<file path="src/rtl/modular_exponentiation.sv">
// modular_exponentiation: right-to-left square-and-multiply sequencer driving an external modular multiplier.
module modular_exponentiation #(
  parameter int SIZE = 64
) (
  input  logic            clk,
  input  logic            rst,
  input  logic [SIZE-1:0] in_base_tdata,
  input  logic [SIZE-1:0] in_exp_tdata,
  input  logic [SIZE-1:0] in_mod_tdata,
  input  logic            in_tvalid,
  output logic            in_tready,
  output logic [SIZE-1:0] mm_a_tdata,
  output logic [SIZE-1:0] mm_b_tdata,
  output logic [SIZE-1:0] mm_n_tdata,
  output logic            mm_tvalid,
  input  logic            mm_tready,
  input  logic [SIZE-1:0] mm_res_tdata,
  input  logic            mm_res_tvalid,
  output logic            mm_res_tready,
  output logic [SIZE-1:0] out_tdata,
  output logic            out_tvalid,
  input  logic            out_tready,
  output logic            busy
);
  typedef enum logic [2:0] {
    IDLE, CHECK, STEP, MUL_ISSUE, MUL_WAIT, SQR_ISSUE, SQR_WAIT, DONE
  } state_t;
  state_t state_q, state_d;
  logic [SIZE-1:0] b_q, b_d, e_q, e_d, n_q, n_d, r_q, r_d;
  logic issue;
  always_ff @(posedge clk) begin
    if (rst) begin
      state_q <= IDLE;
      b_q     <= '0;
      e_q     <= '0;
      n_q     <= '0;
      r_q     <= '0;
    end else begin
      state_q <= state_d;
      b_q     <= b_d;
      e_q     <= e_d;
      n_q     <= n_d;
      r_q     <= r_d;
    end
  end
  always_comb begin
    state_d = state_q;
    b_d     = b_q;
    e_d     = e_q;
    n_d     = n_q;
    r_d     = r_q;
    case (state_q)
      IDLE: if (in_tvalid) begin
        b_d     = in_base_tdata;
        e_d     = in_exp_tdata;
        n_d     = in_mod_tdata;
        state_d = CHECK;
      end
      CHECK: begin
        r_d     = n_q == '0 ? '0 : e_q != '0 ? SIZE'(1) : n_q == SIZE'(1) ? '0 : SIZE'(1);
        state_d = n_q == '0 || e_q == '0 ? DONE : STEP;
      end
      STEP: state_d = e_q[0] ? MUL_ISSUE : SQR_ISSUE;
      MUL_ISSUE: if (mm_tready) state_d = MUL_WAIT;
      MUL_WAIT: if (mm_res_tvalid) begin
        r_d     = mm_res_tdata;
        state_d = e_q[SIZE-1:1] == '0 ? DONE : SQR_ISSUE;
      end
      SQR_ISSUE: if (mm_tready) state_d = SQR_WAIT;
      SQR_WAIT: if (mm_res_tvalid) begin
        b_d     = mm_res_tdata;
        e_d     = e_q >> 1;
        state_d = STEP;
      end
      DONE: if (out_tready) state_d = IDLE;
      default: state_d = IDLE;
    endcase
  end
  // Outputs decode straight from the state register so valids never depend on downstream handshakes.
  assign issue         = state_q == MUL_ISSUE || state_q == SQR_ISSUE;
  assign in_tready     = state_q == IDLE && !rst;
  assign mm_tvalid     = issue;
  assign mm_a_tdata    = state_q == MUL_ISSUE ? r_q : state_q == SQR_ISSUE ? b_q : '0;
  assign mm_b_tdata    = issue ? b_q : '0;
  assign mm_n_tdata    = issue ? n_q : '0;
  assign mm_res_tready = state_q == MUL_WAIT || state_q == SQR_WAIT;
  assign out_tvalid    = state_q == DONE;
  assign out_tdata     = state_q == DONE ? r_q : '0;
  assign busy          = state_q != IDLE;
endmodule

</file>
<file path="config.mk">
export PLATFORM = sky130hd
export DESIGN_NAME = modular_exponentiation
export DESIGN_NICKNAME = d
export VERILOG_FILES = /design/src/rtl/modular_exponentiation.sv
export SDC_FILE = /design/constraint.sdc
export NUM_CORES = 1
export LEC_CHECK = 0
export CORE_AREA = 2 2 205 207
export CTS_BUF_LIST = sky130_fd_sc_hd__clkbuf_8 sky130_fd_sc_hd__clkbuf_16
export CTS_CLUSTER_DIAMETER = 50
export DETAILED_ROUTE_END_ITERATION = 16
export DIE_AREA = 0 0 207 209
export PLACE_DENSITY = 0.71
export REMOVE_ABC_BUFFERS = 1
export SETUP_SLACK_MARGIN = 0.05
export SLEW_MARGIN = 10
export SYNTH_ARGS = -nofsm -noshare
export SYNTH_HDL_FRONTEND = slang
export SYNTH_SLANG_ARGS = --single-unit
</file>
<file path="constraint.sdc">
create_clock -name clk -period 2.4 [get_ports clk]
set_input_delay 0.24 -clock clk [delete_from_list [all_inputs] [get_ports clk]]
set_output_delay 0.24 -clock clk [all_outputs]
set_load 0.1 [all_outputs]
</file>
; ---- Word level (Yosys, flattened, before mapping)
; Index checks and enable logic that the tools add are counted.
[classes]
reduce_logical = 17
n_mux = 25
n_eq_ne = 14
[ops]
columns = cell, n
row1 = 64-bit 2-to-1 mux, 9
row2 = 64-bit one-hot mux with 2 select lines, 3
row3 = 64-bit logical NOT, 2
row4 = "64-bit by 1-bit == test with 1-bit output, second input constant", 1
row5 = 64-bit nonzero test, 1
row6 = 63-bit logical NOT, 1
row7 = 3-bit 2-to-1 mux, 8
row8 = 3-bit one-hot mux with 8 select lines, 1
row9 = "3-bit == test, second input constant", 4
row10 = "2-bit != test, second input constant", 5
row11 = "3-bit by 2-bit == test with 1-bit output, second input constant", 2
row12 = 6-bit AND reduction, 1
row13 = 2-bit AND reduction, 2
row14 = 2-bit nonzero test, 2
row15 = "3-bit by 1-bit == test with 1-bit output, second input constant", 1
row16 = 3-bit logical NOT, 1
row17 = 1-bit logical OR, 3
row18 = 1-bit 2-to-1 mux, 3
row19 = 3-bit AND reduction, 1
row20 = 3-bit nonzero test, 1
row21 = 2-bit 2-to-1 mux, 1
row22 = "2-bit by 1-bit != test with 1-bit output, second input constant", 1
row23 = 1-bit logical AND, 1
row24 = 1-bit logical NOT, 1
[totals]
inputBits = 262
ff_bits = 259
out_inout_bits = 261

; ---- Longest topological paths before layout
[logic_depth]
word_depth = 5
mapped_depth = 8

; ---- Worst setup path after synthesis
; Ideal clock, no wire load.
[synth_path]
path_kind = reg-to-output
from = register state_q[2]
to = output port out_tdata[54]
slack_ns = -0.235
path_stages_with_launch = 4
n_path_buf = 1
required_ns = 2.160
t_arrival_ns = 2.395
path_cell_list = dfxtp_1 and3_1 clkbuf_1 and2_1
[synth_via]
elab_chain_len = 2
[synth_rtl]
columns = item, line
row1 = from (decl), 28  ; state_t state_q, state_d;
row2 = from (signal assigned), 39  ; state_q <= state_d;
row3 = 3-bit == test, --
row4 = via out_tvalid, 21  ; output logic out_tvalid,
row5 = 64-bit 2-to-1 mux, 88  ; assign out_tdata = state_q == DONE ? r_q : '0;
row6 = to (decl), 20  ; output logic [SIZE-1:0] out_tdata,
; The timed path passes the listed nets, and every way through them passes these cells.

; ---- Worst setup path after layout
[layout_path]
from = register state_q[2]
to = output port mm_b_tdata[48]
[layout_via]
elab_chain_len = 3
elab_cells_between_ends = 4
cone_classes = eq/ne (2) / mux (1) / reduce/logical (1)
[layout_rtl]
columns = item, line
row1 = 3-bit by 2-bit == test with 1-bit output / 3-bit == test (equally long branches), 80  ; assign issue = state_q == MUL_ISSUE || state_q == SQR_ISSUE;
row2 = 1-bit logical OR (*), 80
row3 = 64-bit 2-to-1 mux (*), 84  ; assign mm_b_tdata = issue ? b_q : '0;
row4 = to (decl), 13  ; output logic [SIZE-1:0] mm_b_tdata,
; Every way passes the cells marked *; elsewhere a longest branch is shown, timed or not.

==> impl_metrics.py <==
metrics = {
    "cts": {
        "insertion_delay_ns": 0.52,
        "htree_levels": 2,
        "numClockSinks": 259,
        "cts-buffers-inserted": 36,
        "cts.reportedPaths.clkPinSlew_ns": 0.06,
        "cts_tree": "built",
        "clockBufferDepth": 3,
        "cts_root_buffer": "clkbuf_16",
    },
    "power": {
        "clkPwrFrac_pct": 30.3,
        "ir_drop_uv": 465,
        "combPwrFrac_pct": 36.8,
        "p_switching_mw": 6.73,
        "p_sw_share_pct": 38.9,
        "p_leak_nw": 9.28,
        "p_int_mw": 10.6,
        "pwr-share-seq_pct": 33.0,
        "cellPowerDensity_mw_per_mm2": 765,
    },
    "placed_design": {
        "pre_cts_ws_ns": 0.234,
        "gp_congestion": 0.925,
        "port_buffers": 522,
        "post_dp_cell_area_sq_mm": 0.0211,
        "place_inst": 2561,
        "dpl.hpwl_microns": 37700,
    },
    "yosys": {
        "yosys_warnings": 0,
        "syn-instance-count": 1620,
        "yosysSeqAreaShare_pct": 40.5,
        "async_flop_share_pct": 0,
        "synth_area_sq_mm": 0.0128,
        "ys_ff_latch": 259,
        "synthDistinctLibCells": 43,
        "synth-edff-count": 0,
        "syn_avg_cell_area_sq_um": 7.91,
        "ys.flop_type": "dfxtp_1",
    },
    "global_routing": {
        "grt_overflow_total": 0,
        "grt_pass1_vias": 14163,
        "grt_max_degree": 94,
        "antenna_found_initial": 8,
        "grtUsageTotal_pct": 24.8,
        "grt_pass1_wl_microns": 84700,
    },
    "finish": {
        "areaGrowthSynthToFinish_pct": 76.7,
        "nets": 2342,
        "finalInstanceArea_sq_mm": 0.0226,
        "layout-drive-gt1-share_pct": 20.0,
        "fillers": 3606,
        "layout.cells.non_filler": 2647,
        "fin_util_pct": 54.8,
    },
    "critical_path": {
        "path_cells": "buf_6 -> xor2_4 -> buf_12 -> buf_12 -> and3_1 -> buf_12",
        "cp_max_fo": 25,
        "path_class": "flip-flop to output pin",
        "cpMostUsedCell": "buf_12",
        "start_kind": "flip-flop",
        "cp_data_arrival_time_ns": 2.06,
        "slowest_stage": "dfxtp_1",
        "critPathTopFamily": "buffers and inverters",
        "critPathLaunch": "state_q[2]",
        "rrSetupSlack_ns": 0.28,
        "worstSetupEndpointType": "output pin",
        "critPathRequiredTime_ns": 2.16,
        "r2r_start": "state_q[0]",
        "cp_num_buf_inv": 4,
        "crit_path_max_incr_delay_ns": 0.35,
    },
    "detailed_routing": {
        "wl_per_cell_microns": 21.3,
        "viasPerCell": 5.47,
        "drc": 0,
        "vias": 14470,
        "wl_microns": 56300,
        "antenna_left": 0,
        "drtIter0Drc": 1177,
        "drt_pre_antenna_iters": 5,
    },
    "die": {
        "ios": 523,
        "fp-row-count": 75,
        "initial_core_util_pct": 31.0,
        "core-area_sq_mm": 0.0413,
        "die_area_sq_mm": 0.0433,
        "die-height_microns": 209,
        "fp.dieW_microns": 207,
    },
    "min_path": {
        "worstHoldStart": "rst",
        "hold_class": "primary input to flip-flop",
    },
    "status": {
        "status": "complete, no violations",
    },
    "timing": {
        "setup_ws_ns": 0.102,
        "finalClockSkew_ns": 0.0198,
        "slew_violations": 0,
        "whs_ns": 0.251,
        "finalCritPeriodShare_pct": 95.8,
        "hold_viol": 0,
        "fmax_mhz": 435,
        "min_period_ns": 2.30,
        "finalSetupViolations": 0,
        "worst_pin_slew_ns": 0.702,
        "maxSlewHeadroom_pct": 53.2,
        "rsz0062_at_grt": "true",
    },
    "run": {
        "maxCapViolCount": 0,
    },
}
[sequential cells by signal, summed over array words and instances (netlist names)]
name and flops:
b_q 64, r_q 64, e_q 64, n_q 64, state_q 3
[cells in the final DEF (no fill, tap or decap), types with 36 or more instances in the layout]
cell / instances
buf_12: 276
nand2_1: 262
clkdlybuf4s50_1: 260
dfxtp_1: 257
nor2_1: 135
a21oi_1: 130
nand3_1: 130
and3_1: 119
a311oi_1: 64
and2_1: 64
a211oi_1: 64
a22o_1: 63
mux2i_1: 63
buf_4: 48
clkbuf_16: 36
[cell families (layout without fill, tap and decap cells)]
group / count (synthesis) / count (layout) / synth area share (%)
compound gates: 341 / 341 / 18.8
xor+xnor: 1 / 1 / 0.0684
buf+inv: 176 / 657 / 6.68
flops: 259 / 259 / 40.5
mux: 63 / 63 / 4.92
other cells: 0 / 6 / 0
simple gates: 780 / 781 / 29.1
[metrics by stage]
stage,total power [mW],TNS [ns]
4_1_cts,17.4,0
5_1_grt,18.1,0
2_1_floorplan,9.03,-2063.97
3_3_place_gp,11.6,0
6_report,17.3,0
3_5_place_dp,11.7,0
[cell usage after synthesis, types with 56 or more instances]
library cell	instances	area share [%]
nand3_1	130	5.1
dfxtp_1	259	40
nor2_1	137	4.0
a22o_1	64	4.4
nand2_1	263	7.7
buf_2	56	2.2
clkbuf_1	90	2.6
a211oi_1	64	3.7
a311oi_1	64	4.4
and3_1	130	6.3
a21oi_1	130	5.1
mux2i_1	63	4.9
and2_1	64	3.1
[worst paths after layout]
kind               endpoint  cells past startpoint
max          mm_b_tdata[48]                      6
min                 r_q[14]                      2
max reg2reg         n_q[16]                      6
min reg2reg          r_q[5]                      2
[timing repair]
item,4_1_cts,5_1_grt
cloned,6,0
gates resized for setup,14,6
buffers inserted,14,0
hold buffers,0,0
setup endpoints to repair,132,94
pin swaps,2,1
[metal layers]
metal  vias to the layer above  GRT usage, %  wire length, microns  part of all wire, %
met5                         -             0                     0                    0
met4                         0          11.8                  2610                  4.6
met1                      6886          30.3                 22100                   39
met2                       725          41.6                 27100                   48
li1                       6717             -                     -                    -
met3                       142          5.32                  4480                  8.0
[power groups by stage]
stage	registers (mW)	clock network, mW	logic, mW
3_3_place_gp	5.76	0	5.83
5_1_grt	5.81	5.52	6.80
6_report	5.72	5.24	6.37
2_1_floorplan	5.65	0	3.38
4_1_cts	5.70	5.35	6.34
3_5_place_dp	5.80	0	5.95
[area by class of cell]
| class | count | area (sq um) | area share [%] |
|---|---|---|---|
| diodes | 6 | 15.0 | 0.0663 |
| flip-flops and latches | 259 | 5190 | 22.9 |
| well taps | 539 | 674 | 2.98 |
| multi-input cells | 1186 | 6890 | 30.4 |
| inverters | 4 | 18.8 | 0.0829 |
| clock buffers | 41 | 970 | 4.28 |
| repair buffers | 593 | 8670 | 38.3 |
| clock inverters | 19 | 203 | 0.895 |
Power figures use the tool's default switching activity.
